**config.mk**
```make
export PLATFORM = sky130hd
export DESIGN_NAME = edge_rasterizer
export DESIGN_NICKNAME = d
export VERILOG_FILES = /design/src/rtl/defines_package.sv /design/src/rtl/line_stepper.sv /design/src/rtl/edge_rasterizer.sv
export SDC_FILE = /design/constraint.sdc
export NUM_CORES = 1
export LEC_CHECK = 0
export CORE_MARGIN = 2
export CORE_UTILIZATION = 45
export DETAILED_ROUTE_END_ITERATION = 10
export GPL_ROUTABILITY_DRIVEN = 0
export GPL_TIMING_DRIVEN = 1
export PLACE_DENSITY = 0.78
export SYNTH_ARGS = -nofsm -noshare
export SYNTH_HDL_FRONTEND = slang
export SYNTH_SLANG_ARGS = --single-unit
export TNS_END_PERCENT = 100
```
**constraint.sdc**
```tcl
create_clock -name clk -period 13 [get_ports clk]
set_input_delay 2.6 -clock clk [delete_from_list [all_inputs] [get_ports clk]]
set_output_delay 2.6 -clock clk [all_outputs]
set_load 0.01 [all_outputs]
```
**src/rtl/defines_package.sv**
```systemverilog
// Shared types for the edge rasterizer: vertex/triangle/colour typedefs,
// default screen size and the sequencing state enum.
package defines_package;

  localparam int DEF_WIDTH  = 640;
  localparam int DEF_HEIGHT = 480;

  typedef logic [7:0] Color;

  typedef struct packed {
    logic [15:0] x;
    logic [15:0] y;
    logic [15:0] z;
  } Point3D;

  typedef struct packed {
    Point3D p;
    Point3D q;
    Point3D r;
  } Triangle3D;

  typedef enum logic [2:0] {
    IDLE,
    LOAD,
    SETUP,
    STEP,
    DONE
  } raster_state_t;

endpackage

```
**src/rtl/line_stepper.sv**
```systemverilog
// Bresenham walker for one edge. o_x/o_y give the position the walker will hold
// next cycle (after load/advance), so the caller can register an address from it.
module line_stepper
  import defines_package::*;
#(
  parameter int COORD_W = 11
) (
  input  logic                      clk,
  input  logic                      n_rst,
  input  logic                      i_load,
  input  logic                      i_advance,
  input  logic signed [COORD_W-1:0] i_x0,
  input  logic signed [COORD_W-1:0] i_y0,
  input  logic signed [COORD_W-1:0] i_x1,
  input  logic signed [COORD_W-1:0] i_y1,
  output logic signed [COORD_W:0]   o_x,
  output logic signed [COORD_W:0]   o_y,
  output logic                      o_last
);

  localparam int CW1 = COORD_W + 1;
  localparam int EW  = COORD_W + 3;

  logic signed [CW1-1:0] r_x, r_y, r_x1, r_y1, r_dx, r_dy;
  logic                  r_sx, r_sy;
  logic signed [EW-1:0]  r_err;

  logic signed [CW1-1:0] w_x0e, w_y0e, w_x1e, w_y1e, w_ddx, w_ddy;
  logic signed [CW1-1:0] w_dx_ld, w_dy_ld, w_x_stp, w_y_stp;
  logic signed [CW1-1:0] w_one;
  logic signed [EW-1:0]  w_err_ld, w_err_stp, w_e2, w_dxe, w_dye, w_zero;
  logic                  w_mx, w_my;

  assign w_one  = CW1'(1);
  assign w_zero = EW'(0);

  assign w_x0e = CW1'(i_x0);
  assign w_y0e = CW1'(i_y0);
  assign w_x1e = CW1'(i_x1);
  assign w_y1e = CW1'(i_y1);
  assign w_ddx = w_x1e - w_x0e;
  assign w_ddy = w_y1e - w_y0e;

  // dx is kept positive and dy negative so a single error term covers all octants
  assign w_dx_ld  = w_ddx[CW1-1] ? -w_ddx : w_ddx;
  assign w_dy_ld  = w_ddy[CW1-1] ? w_ddy : -w_ddy;
  assign w_err_ld = EW'(w_dx_ld) + EW'(w_dy_ld);

  assign w_e2      = r_err <<< 1;
  assign w_dxe     = EW'(r_dx);
  assign w_dye     = EW'(r_dy);
  assign w_mx      = (w_e2 >= w_dye);
  assign w_my      = (w_e2 <= w_dxe);
  assign w_err_stp = r_err + (w_mx ? w_dye : w_zero) + (w_my ? w_dxe : w_zero);
  assign w_x_stp   = w_mx ? (r_sx ? r_x + w_one : r_x - w_one) : r_x;
  assign w_y_stp   = w_my ? (r_sy ? r_y + w_one : r_y - w_one) : r_y;

  assign o_x    = i_load ? w_x0e : (i_advance ? w_x_stp : r_x);
  assign o_y    = i_load ? w_y0e : (i_advance ? w_y_stp : r_y);
  assign o_last = (r_x == r_x1) && (r_y == r_y1);

  always_ff @(posedge clk or negedge n_rst) begin
    if (!n_rst) begin
      r_x   <= '0;
      r_y   <= '0;
      r_x1  <= '0;
      r_y1  <= '0;
      r_dx  <= '0;
      r_dy  <= '0;
      r_sx  <= 1'b0;
      r_sy  <= 1'b0;
      r_err <= '0;
    end else begin
      r_x <= o_x;
      r_y <= o_y;
      if (i_load) begin
        r_x1  <= w_x1e;
        r_y1  <= w_y1e;
        r_dx  <= w_dx_ld;
        r_dy  <= w_dy_ld;
        r_sx  <= ~w_ddx[CW1-1];
        r_sy  <= ~w_ddy[CW1-1];
        r_err <= w_err_ld;
      end else if (i_advance) begin
        r_err <= w_err_stp;
      end
    end
  end

endmodule

```
**src/rtl/edge_rasterizer.sv**
```systemverilog
// Wireframe triangle rasterizer: walks p->q, q->r, r->p and emits one framebuffer
// write per covered pixel over valid/ready. RASTER_CLIP_EN suppresses off-screen pixels.
module edge_rasterizer
  import defines_package::*;
#(
  parameter int WIDTH   = DEF_WIDTH,
  parameter int HEIGHT  = DEF_HEIGHT,
  parameter int COORD_W = 11,
  parameter int PIX_W   = 8,
  parameter int ADDR_W  = 19
) (
  input  logic              clk,
  input  logic              n_rst,
  input  logic              start,
  input  Triangle3D         i_triangle,
  input  logic [PIX_W-1:0]  i_color,
  output logic              busy,
  output logic              px_valid,
  input  logic              px_ready,
  output logic [ADDR_W-1:0] px_addr,
  output logic [PIX_W-1:0]  px_data,
  output logic              done
);

  localparam int CW1     = COORD_W + 1;
  localparam int MUL_RAW = COORD_W + 2 + $clog2(WIDTH + 1);
  localparam int MUL_W   = (MUL_RAW > ADDR_W) ? MUL_RAW : ADDR_W;

  raster_state_t r_state, w_state_nxt;
  logic [1:0]    r_edge, w_edge_nxt;

  logic signed [COORD_W-1:0] r_px, r_py, r_qx, r_qy, r_rx, r_ry;
  logic signed [COORD_W-1:0] w_x0, w_y0, w_x1, w_y1;
  logic [PIX_W-1:0]          r_color;
  logic                      r_busy, r_valid, r_done;
  logic [ADDR_W-1:0]         r_addr;

  logic                  w_load, w_advance, w_fire, w_last, w_onscr;
  logic signed [CW1-1:0] w_x_nxt, w_y_nxt;
  logic signed [MUL_W-1:0] w_addr_full;
  logic                  w_unused;

  always_comb begin
    w_x0 = r_rx;
    w_y0 = r_ry;
    w_x1 = r_px;
    w_y1 = r_py;
    case (r_edge)
      2'd0: begin
        w_x0 = r_px; w_y0 = r_py; w_x1 = r_qx; w_y1 = r_qy;
      end
      2'd1: begin
        w_x0 = r_qx; w_y0 = r_qy; w_x1 = r_rx; w_y1 = r_ry;
      end
      default: ;
    endcase
  end

  line_stepper #(
    .COORD_W (COORD_W)
  ) u_stepper (
    .clk       (clk),
    .n_rst     (n_rst),
    .i_load    (w_load),
    .i_advance (w_advance),
    .i_x0      (w_x0),
    .i_y0      (w_y0),
    .i_x1      (w_x1),
    .i_y1      (w_y1),
    .o_x       (w_x_nxt),
    .o_y       (w_y_nxt),
    .o_last    (w_last)
  );

  // a suppressed (clipped) pixel retires on its own cycle without a handshake
  assign w_fire = (r_state == STEP) && (!r_valid || px_ready);

  always_comb begin
    w_state_nxt = r_state;
    w_edge_nxt  = r_edge;
    w_load      = 1'b0;
    w_advance   = 1'b0;
    case (r_state)
      IDLE:  if (start) w_state_nxt = LOAD;
      LOAD: begin
        w_edge_nxt  = 2'd0;
        w_state_nxt = SETUP;
      end
      SETUP: begin
        w_load      = 1'b1;
        w_state_nxt = STEP;
      end
      STEP: begin
        if (w_fire) begin
          if (!w_last) begin
            w_advance = 1'b1;
          end else if (r_edge == 2'd2) begin
            w_state_nxt = DONE;
          end else begin
            w_edge_nxt  = r_edge + 2'd1;
            w_state_nxt = SETUP;
          end
        end
      end
      DONE:    w_state_nxt = IDLE;
      default: w_state_nxt = IDLE;
    endcase
  end

`ifdef RASTER_CLIP_EN
  localparam logic signed [CW1-1:0] W_LIM = CW1'(WIDTH);
  localparam logic signed [CW1-1:0] H_LIM = CW1'(HEIGHT);
  assign w_onscr = !w_x_nxt[CW1-1] && (w_x_nxt < W_LIM) &&
                   !w_y_nxt[CW1-1] && (w_y_nxt < H_LIM);
`else
  assign w_onscr = 1'b1;
`endif

  assign w_addr_full = MUL_W'(w_y_nxt) * MUL_W'(WIDTH) + MUL_W'(w_x_nxt);
  assign w_unused    = ^{i_triangle, w_addr_full};

  always_ff @(posedge clk or negedge n_rst) begin
    if (!n_rst) begin
      r_state <= IDLE;
      r_edge  <= 2'd0;
      r_px    <= '0;
      r_py    <= '0;
      r_qx    <= '0;
      r_qy    <= '0;
      r_rx    <= '0;
      r_ry    <= '0;
      r_color <= '0;
      r_busy  <= 1'b0;
      r_valid <= 1'b0;
      r_done  <= 1'b0;
      r_addr  <= '0;
    end else begin
      r_state <= w_state_nxt;
      r_edge  <= w_edge_nxt;
      if (r_state == LOAD) begin
        r_px    <= i_triangle.p.x[COORD_W-1:0];
        r_py    <= i_triangle.p.y[COORD_W-1:0];
        r_qx    <= i_triangle.q.x[COORD_W-1:0];
        r_qy    <= i_triangle.q.y[COORD_W-1:0];
        r_rx    <= i_triangle.r.x[COORD_W-1:0];
        r_ry    <= i_triangle.r.y[COORD_W-1:0];
        r_color <= i_color;
      end
      r_busy  <= (w_state_nxt != IDLE);
      r_done  <= (w_state_nxt == DONE);
      r_valid <= (w_state_nxt == STEP) && w_onscr;
      // position is unchanged while stalled, so the address holds too
      if (w_state_nxt == STEP) r_addr <= w_addr_full[ADDR_W-1:0];
    end
  end

  assign busy     = r_busy;
  assign px_valid = r_valid;
  assign px_addr  = r_addr;
  assign px_data  = r_color;
  assign done     = r_done;

endmodule
```
==> impl_metrics.env, run 1 <==
export IMPL_instances_no_fill=1886
export IMPL_critPathSlowestCell="o41a_1"
export IMPL_htreeDepth=4
export IMPL_initial_core_util_pct=45.7
export IMPL_area_growth_pct=15.5
export IMPL_max_stage_delay_ns=0.47
export IMPL_cap_violations=0
export IMPL_overflow=0
export IMPL_root_buffer="clkbuf_16"
export IMPL_setup_viol=0
export IMPL_yosysWarningCount=0
export IMPL_p_leak_uw=0.00735
export IMPL_cts_setup_buffers=0
export IMPL_ir_drop_v=0.000156
export IMPL_grt_pass1_wl_um=51100
export IMPL_antenna_found_initial=0
export IMPL_wl_per_cell_um=16.2
export IMPL_cts_max_path_buffers=2
export IMPL_drcViolationCount=0
export IMPL_ctsResizeCount=0
export IMPL_r2r_start="r_edge[0]"
export IMPL_critPathBufInv=2
export IMPL_dp_cells=1854
export IMPL_async_flop_share_pct=100
export IMPL_yosys_register_bits=186
export IMPL_p_seq_share_pct=26.6
export IMPL_track_usage_pct=20.6
export IMPL_dieArea_sq_um=30600
export IMPL_skew_ns=0.0120
export IMPL_post_route_period_util_pct=60.7
export IMPL_clk_pin_slew_worst_paths_ns=0.07
export IMPL_rsz0062_at_grt="false"
export IMPL_dr_pass1_iters=5
export IMPL_drtIter0Drc=641
export IMPL_worstPathArrival_ns=8.20
export IMPL_period_minus_slack_ns=7.89
export IMPL_avgViaCountPerCell=5.50
export IMPL_avgSynthCellArea_sq_um=9.36
export IMPL_rows=62
export IMPL_fmax_mhz=127
export IMPL_pwr_density_cell_nw_per_um2=184
export IMPL_critPathTopFamily="compound AO/OA/AOI/OAI gates"
export IMPL_grt_max_degree=112
export IMPL_cp_end_kind="flip-flop"
export IMPL_synth_cell_type_count=63
export IMPL_numCtsBuffers=17
export IMPL_clock_latency_ns=0.45
export IMPL_hold_viol=0
export IMPL_synth_area_sq_um=13100
export IMPL_swShare_pct=38.4
export IMPL_hpwl_um=23400
export IMPL_via_count=10400
export IMPL_ff2ff_path_depth=29
export IMPL_fp_dieH_um=175
export IMPL_numClockSinks=186
export IMPL_crit_type="input pin to flip-flop"
export IMPL_cp_depth=25
export IMPL_min_to="u_stepper.r_y1[8]"
export IMPL_cts_tree="yes"
export IMPL_grt_pass1_vias=10300
export IMPL_ant_nets=0
export IMPL_io_pins=186
export IMPL_p_int_uw=1710
export IMPL_die_x_um=175
export IMPL_pwr_share_clk_pct=18.4
export IMPL_postSynthNetCount=1703
export IMPL_required_ns=13.32
export IMPL_report_final_slew_viol_count=0
export IMPL_r2r_end="u_stepper.r_err[12]"
export IMPL_synth_edff_count=0
export IMPL_cts_hold_buf=0
export IMPL_nets=1790
export IMPL_cpMostUsedCell="a21oi_1"
export IMPL_ys_flop_type="dfrtp_1"
export IMPL_min_from="u_stepper.r_y1[8]"
export IMPL_p_sw_uw=1070
export IMPL_hold_class="flip-flop to flip-flop"
export IMPL_cp_max_fo=22
export IMPL_relSlewSlack_pct=31.8
export IMPL_routed_wl_um=30600
export IMPL_comb_power_share_pct=55.0
export IMPL_io_buffers=107
export IMPL_cp_start_kind="input pin"
export IMPL_netlist_instances=1402
export IMPL_holdPathStages=2
export IMPL_r2r_setup_slack_ns=6.27
export IMPL_drive_above_1_share_pct=12.0
export IMPL_startpoint="px_ready"
export IMPL_fin_tns_setup_ns=0
export IMPL_core_sq_um=28700
export IMPL_antenna_cells=0
export IMPL_worst_pin_slew_ns=1.02
export IMPL_seq_area_frac_synth_pct=35.5
export IMPL_run_status="finished clean"
[registers in the layout (all words and copies together) (netlist names), 2 cells and up]
signal	cells
u_stepper.r_x1	11
u_stepper.r_err	13
u_stepper.r_y	12
px_addr	19
u_stepper.r_dy	12
px_data	8
r_px	11
r_qx	11
r_py	11
u_stepper.r_y1	11
r_rx	11
r_edge	2
u_stepper.r_x	12
r_ry	11
r_state	3
r_qy	11
u_stepper.r_dx	12
[Yosys cell counts, drive strengths merged (37+ instances only)]
cell / n / share of area, %
dfrtp: 186 / 35
xnor2: 63 / 4.2
clkbuf: 37 / 1.1
nand2: 191 / 5.5
a21oi: 92 / 3.6
ha: 125 / 12
inv: 114 / 3.3
o21ai: 66 / 2.6
xor2: 38 / 2.5
mux2: 113 / 9.7
nor2: 89 / 2.5
[power by group through the flow]
stage	clock network (uW)	logic, uW	registers, uW
after floorplan	0	1170	748
after global placement	0	1450	746
after detailed placement	0	1520	750
after CTS	519	1530	739
after global routing	542	1720	749
final	512	1530	740
[worst max-delay path by stage]
stage / end / slack (ns)
6_report: px_addr[18] / 5.11
5_1_grt: px_addr[18] / 4.78
4_1_cts: px_addr[18] / 5.15
3_5_place_dp: px_addr[18] / 4.68
3_3_place_gp: px_addr[18] / 4.92
2_1_floorplan: px_addr[18] / 5.68
[cell usage in the layout (no fill, tap or decap), drive strengths merged, types with 12 or more instances in the layout]
cell type      Yosys  layout
inv              114     122
clkbuf            37      19
dfrtp            186     186
nor3              21      21
xnor2             63      63
ha               125     125
nor2              89      89
nand3             13      13
xor2              38      38
fa                20      20
mux2             113     113
nand2            191     191
nand2b            12      12
nor2b             15      15
a22o              23      23
o21ai             66      66
clkdlybuf4s50      0     106
a21o              16      16
a21oi             92      92
a22oi             23      23
[cell type report]
| class | instances | area [sq um] |
|---|---|---|
| inverters | 114 | 428 |
| clock buffers | 19 | 453 |
| fillers | 2515 | 13500 |
| flip-flops and latches | 186 | 4650 |
| repair buffers | 117 | 1150 |
| multi-input cells | 1053 | 7880 |
| well taps | 384 | 480 |
| clock inverters | 13 | 123 |
[cell families after synthesis]
logic type               synth area share (%)
XOR/XNOR                                 6.91
multiplexers                             10.2
flip-flops                               35.5
adder cells (fa/ha/maj)                  15.0
AO/OA/AOI/OAI                            14.5
buffers and inverters                    4.68
AND/OR/NAND/NOR                          13.3
[metal layers]
metal / track usage [%] / wire length, um / vias up / part of all wire [%]
met3: 3.02 / 1280 / 44 / 4.2
met1: 26.5 / 13600 / 5043 / 44
li1: - / - / 5038 / -
met2: 35.4 / 14900 / 250 / 49
met4: 7.05 / 790 / 0 / 2.6
met5: 0 / 0 / - / 0
[stage by stage]
| stage | total power (uW) | cell area [sq um] | hold slack [ns] | util (%) | setup WS (ns) |
|---|---|---|---|---|---|
| final | 2780 | 15200 | 0.500 | 52.9 | 5.11 |
| after CTS | 2790 | 15200 | 0.500 | 52.9 | 5.15 |
| after global routing | 3010 | 15200 | 0.515 | 52.9 | 4.78 |
| after global placement | 2200 | 14600 | 0.479 | 50.8 | 4.92 |
| after floorplan | 1920 | 13100 | 0.449 | - | 5.68 |
| after detailed placement | 2270 | 14600 | 0.483 | 50.8 | 4.68 |
[tightest hold or removal path, delay by kind of cell, from the launching register on]
kind | cells | cell delay [ns]
flip-flops | 1 | 0.36
AND/OR/NAND/NOR | 2 | 0.11
Power figures use the tool's default switching activity.
==> run 2, diff against run 1 <==
clock period = 7.6 ns   (was 13 ns; I/O delays follow)
==> run 2 against run 1 <==
Compared with the run above:
- clock skew fell by 0.0019 ns
- final cell count rose by 0.11%
- worst setup slack got worse by 4.1 ns
- global-route usage rose by 0.69 points
- via count rose by 0.33%
- sequential share of layout area fell by 0.19 points
- register-to-register slack got worse by 5.3 ns
- critical endpoint unchanged
- largest cell class unchanged
==> impl_metrics.env, run 2 (synthesized netlist as in run 1, its figures left out) <==
export IMPL_wl_per_cell_um=16.7
export IMPL_pwr_share_clk_pct=20.1
export IMPL_worstPathArrival_ns=6.95
export IMPL_fin_util_pct=53.2
export IMPL_final_cell_mix="nand2_1 (191), dfrtp_1 (186), ha_1 (125)"
export IMPL_p_sw_uw=1790
export IMPL_relSlewSlack_pct=36.7
export IMPL_fill_cells=2540
export IMPL_io_pins=186
export IMPL_hold_viol=0
export IMPL_max_stage_delay_ns=0.45
export IMPL_cap_violations=0
export IMPL_critPathBufInv=1
export IMPL_htreeDepth=4
export IMPL_fmax_mhz=151
export IMPL_setup_viol=0
export IMPL_ff2ff_path_depth=29
export IMPL_dr_pass1_iters=5
export IMPL_numCtsBuffers=17
export IMPL_io_buffers=107
export IMPL_r2r_end="u_stepper.r_err[12]"
export IMPL_critPathSlowestCell="o41a_1"
export IMPL_root_buffer="clkbuf_16"
export IMPL_cpMostUsedCell="a21oi_1"
export IMPL_cts_setup_buffers=0
export IMPL_holdPathStages=2
export IMPL_fin_tns_setup_ns=0
export IMPL_largest_reg_flops=19
export IMPL_cts_tree="yes"
export IMPL_ctsResizeCount=0
export IMPL_layout_cells_most_common="nand2_1"
export IMPL_hpwl_um=23600
export IMPL_clock_latency_ns=0.44
export IMPL_rows=62
export IMPL_p_leak_uw=0.00739
export IMPL_cp_max_fo=22
export IMPL_core_sq_um=28700
export IMPL_dieArea_sq_um=30600
export IMPL_ant_nets=0
export IMPL_fp_dieH_um=175
export IMPL_drcViolationCount=0
export IMPL_fin_ws_ns=0.966
export IMPL_area_growth_pct=16.3
export IMPL_power_total_uw=4850
export IMPL_worst_pin_slew_ns=0.949
export IMPL_grt_pass1_wl_um=52700
export IMPL_initial_core_util_pct=45.7
export IMPL_p_seq_share_pct=26.1
export IMPL_numClockSinks=186
export IMPL_rsz0062_at_grt="false"
export IMPL_r2r_start="r_edge[0]"
export IMPL_path_cells="clkdlybuf4s50_1 -> nand2b_1 -> and3_1 -> o21ai_2 -> a31o_2 -> o31ai_1 -> nand2_1 -> o21ai_0 -> ha_1 -> ha_1 -> a21o_1 -> a21oi_1 -> o21bai_1 -> a21oi_1 -> o21bai_1 -> a21oi_1 -> xnor2_1 -> ha_1 -> o41a_1 -> xnor3_1 -> xor2_1 -> xnor2_1 -> xnor2_1 -> a21oi_1"
export IMPL_nets=1792
export IMPL_pwr_density_cell_nw_per_um2=318
export IMPL_dpl_worst_slack_ns=0.541
export IMPL_cp_end_kind="flip-flop"
export IMPL_via_count=10400
export IMPL_p_int_uw=3060
export IMPL_ir_drop_v=0.000311
export IMPL_critPathTopFamily="compound AO/OA/AOI/OAI gates"
export IMPL_cts_hold_buf=0
export IMPL_comb_power_share_pct=53.9
export IMPL_whs_ns=0.497
export IMPL_cts_max_path_buffers=2
export IMPL_drive_above_1_share_pct=12.0
export IMPL_min_from="u_stepper.r_y1[2]"
export IMPL_required_ns=7.92
export IMPL_grt_max_degree=77
export IMPL_run_status="finished clean"
export IMPL_r2r_setup_slack_ns=0.98
export IMPL_routed_wl_um=31500
export IMPL_die_x_um=175
export IMPL_cp_start_kind="input pin"
export IMPL_hold_class="flip-flop to flip-flop"
export IMPL_period_minus_slack_ns=6.63
export IMPL_crit_type="input pin to flip-flop"
export IMPL_clk_pin_slew_worst_paths_ns=0.07
export IMPL_grt_pass1_vias=10600
export IMPL_min_to="u_stepper.r_y1[2]"
export IMPL_antenna_cells=0
export IMPL_overflow=0
export IMPL_antenna_found_initial=0
export IMPL_drtIter0Drc=612
export IMPL_swShare_pct=37.0
export IMPL_track_usage_pct=21.2
export IMPL_report_final_slew_viol_count=0
export IMPL_avgViaCountPerCell=5.51
export IMPL_post_route_period_util_pct=87.3
export IMPL_skew_ns=0.0101
==> run 2: worst max path at each step <==
stage | start | end | slack (ns) | depth (start not counted)
global placement | px_ready | px_addr[18] | 0.72 | 24
global route | r_edge[0] | u_stepper.r_err[11] | 0.36 | 29
finish | px_ready | px_addr[18] | 0.97 | 24
floorplan | px_ready | px_addr[18] | 1.36 | 26
CTS | px_ready | px_addr[18] | 0.97 | 24
detailed placement | px_ready | px_addr[18] | 0.54 | 24
==> run 2: metrics by stage <==
stage          area, sq um  instances
4_1_cts              15300       1888
3_5_place_dp         14600       1856
6_report             15300       1888
5_1_grt              15300       1888
3_3_place_gp         14600       1856
2_1_floorplan        13100       1402
==> run 2: metal layers <==
metal	up-vias	track usage, %	wire length [um]
li1	5033	-	-
met5	-	0	0
met3	41	2.70	1250
met4	0	6.53	793
met1	5078	27.4	13900
met2	257	37.2	15600
==> run 2: power groups by stage <==
stage               clock network [uW]  registers, uW  logic [uW]
global placement                     0           1280        2490
finish                             973           1260        2610
global route                      1020           1280        2930
detailed placement                   0           1280        2590
CTS                                982           1260        2610
floorplan                            0           1280        2010
==> run 2: layout make-up <==
cell class / count / area, sq um / share of cell area, %
Multi-Input combinational cell: 1053 / 7880 / 51.7
Sequential cell: 186 / 4650 / 30.5
Timing Repair Buffer: 119 / 1170 / 7.70
Tap cell: 384 / 480 / 3.15
Clock buffer: 20 / 457 / 2.99
Inverter: 114 / 428 / 2.80
Clock inverter: 12 / 185 / 1.21
==> run 2: tightest hold or removal path, stage by stage (launching register included) <==
cell	delay [ns]
dfrtp_1	0.36
nand2_1	0.05
nand2_1	0.06
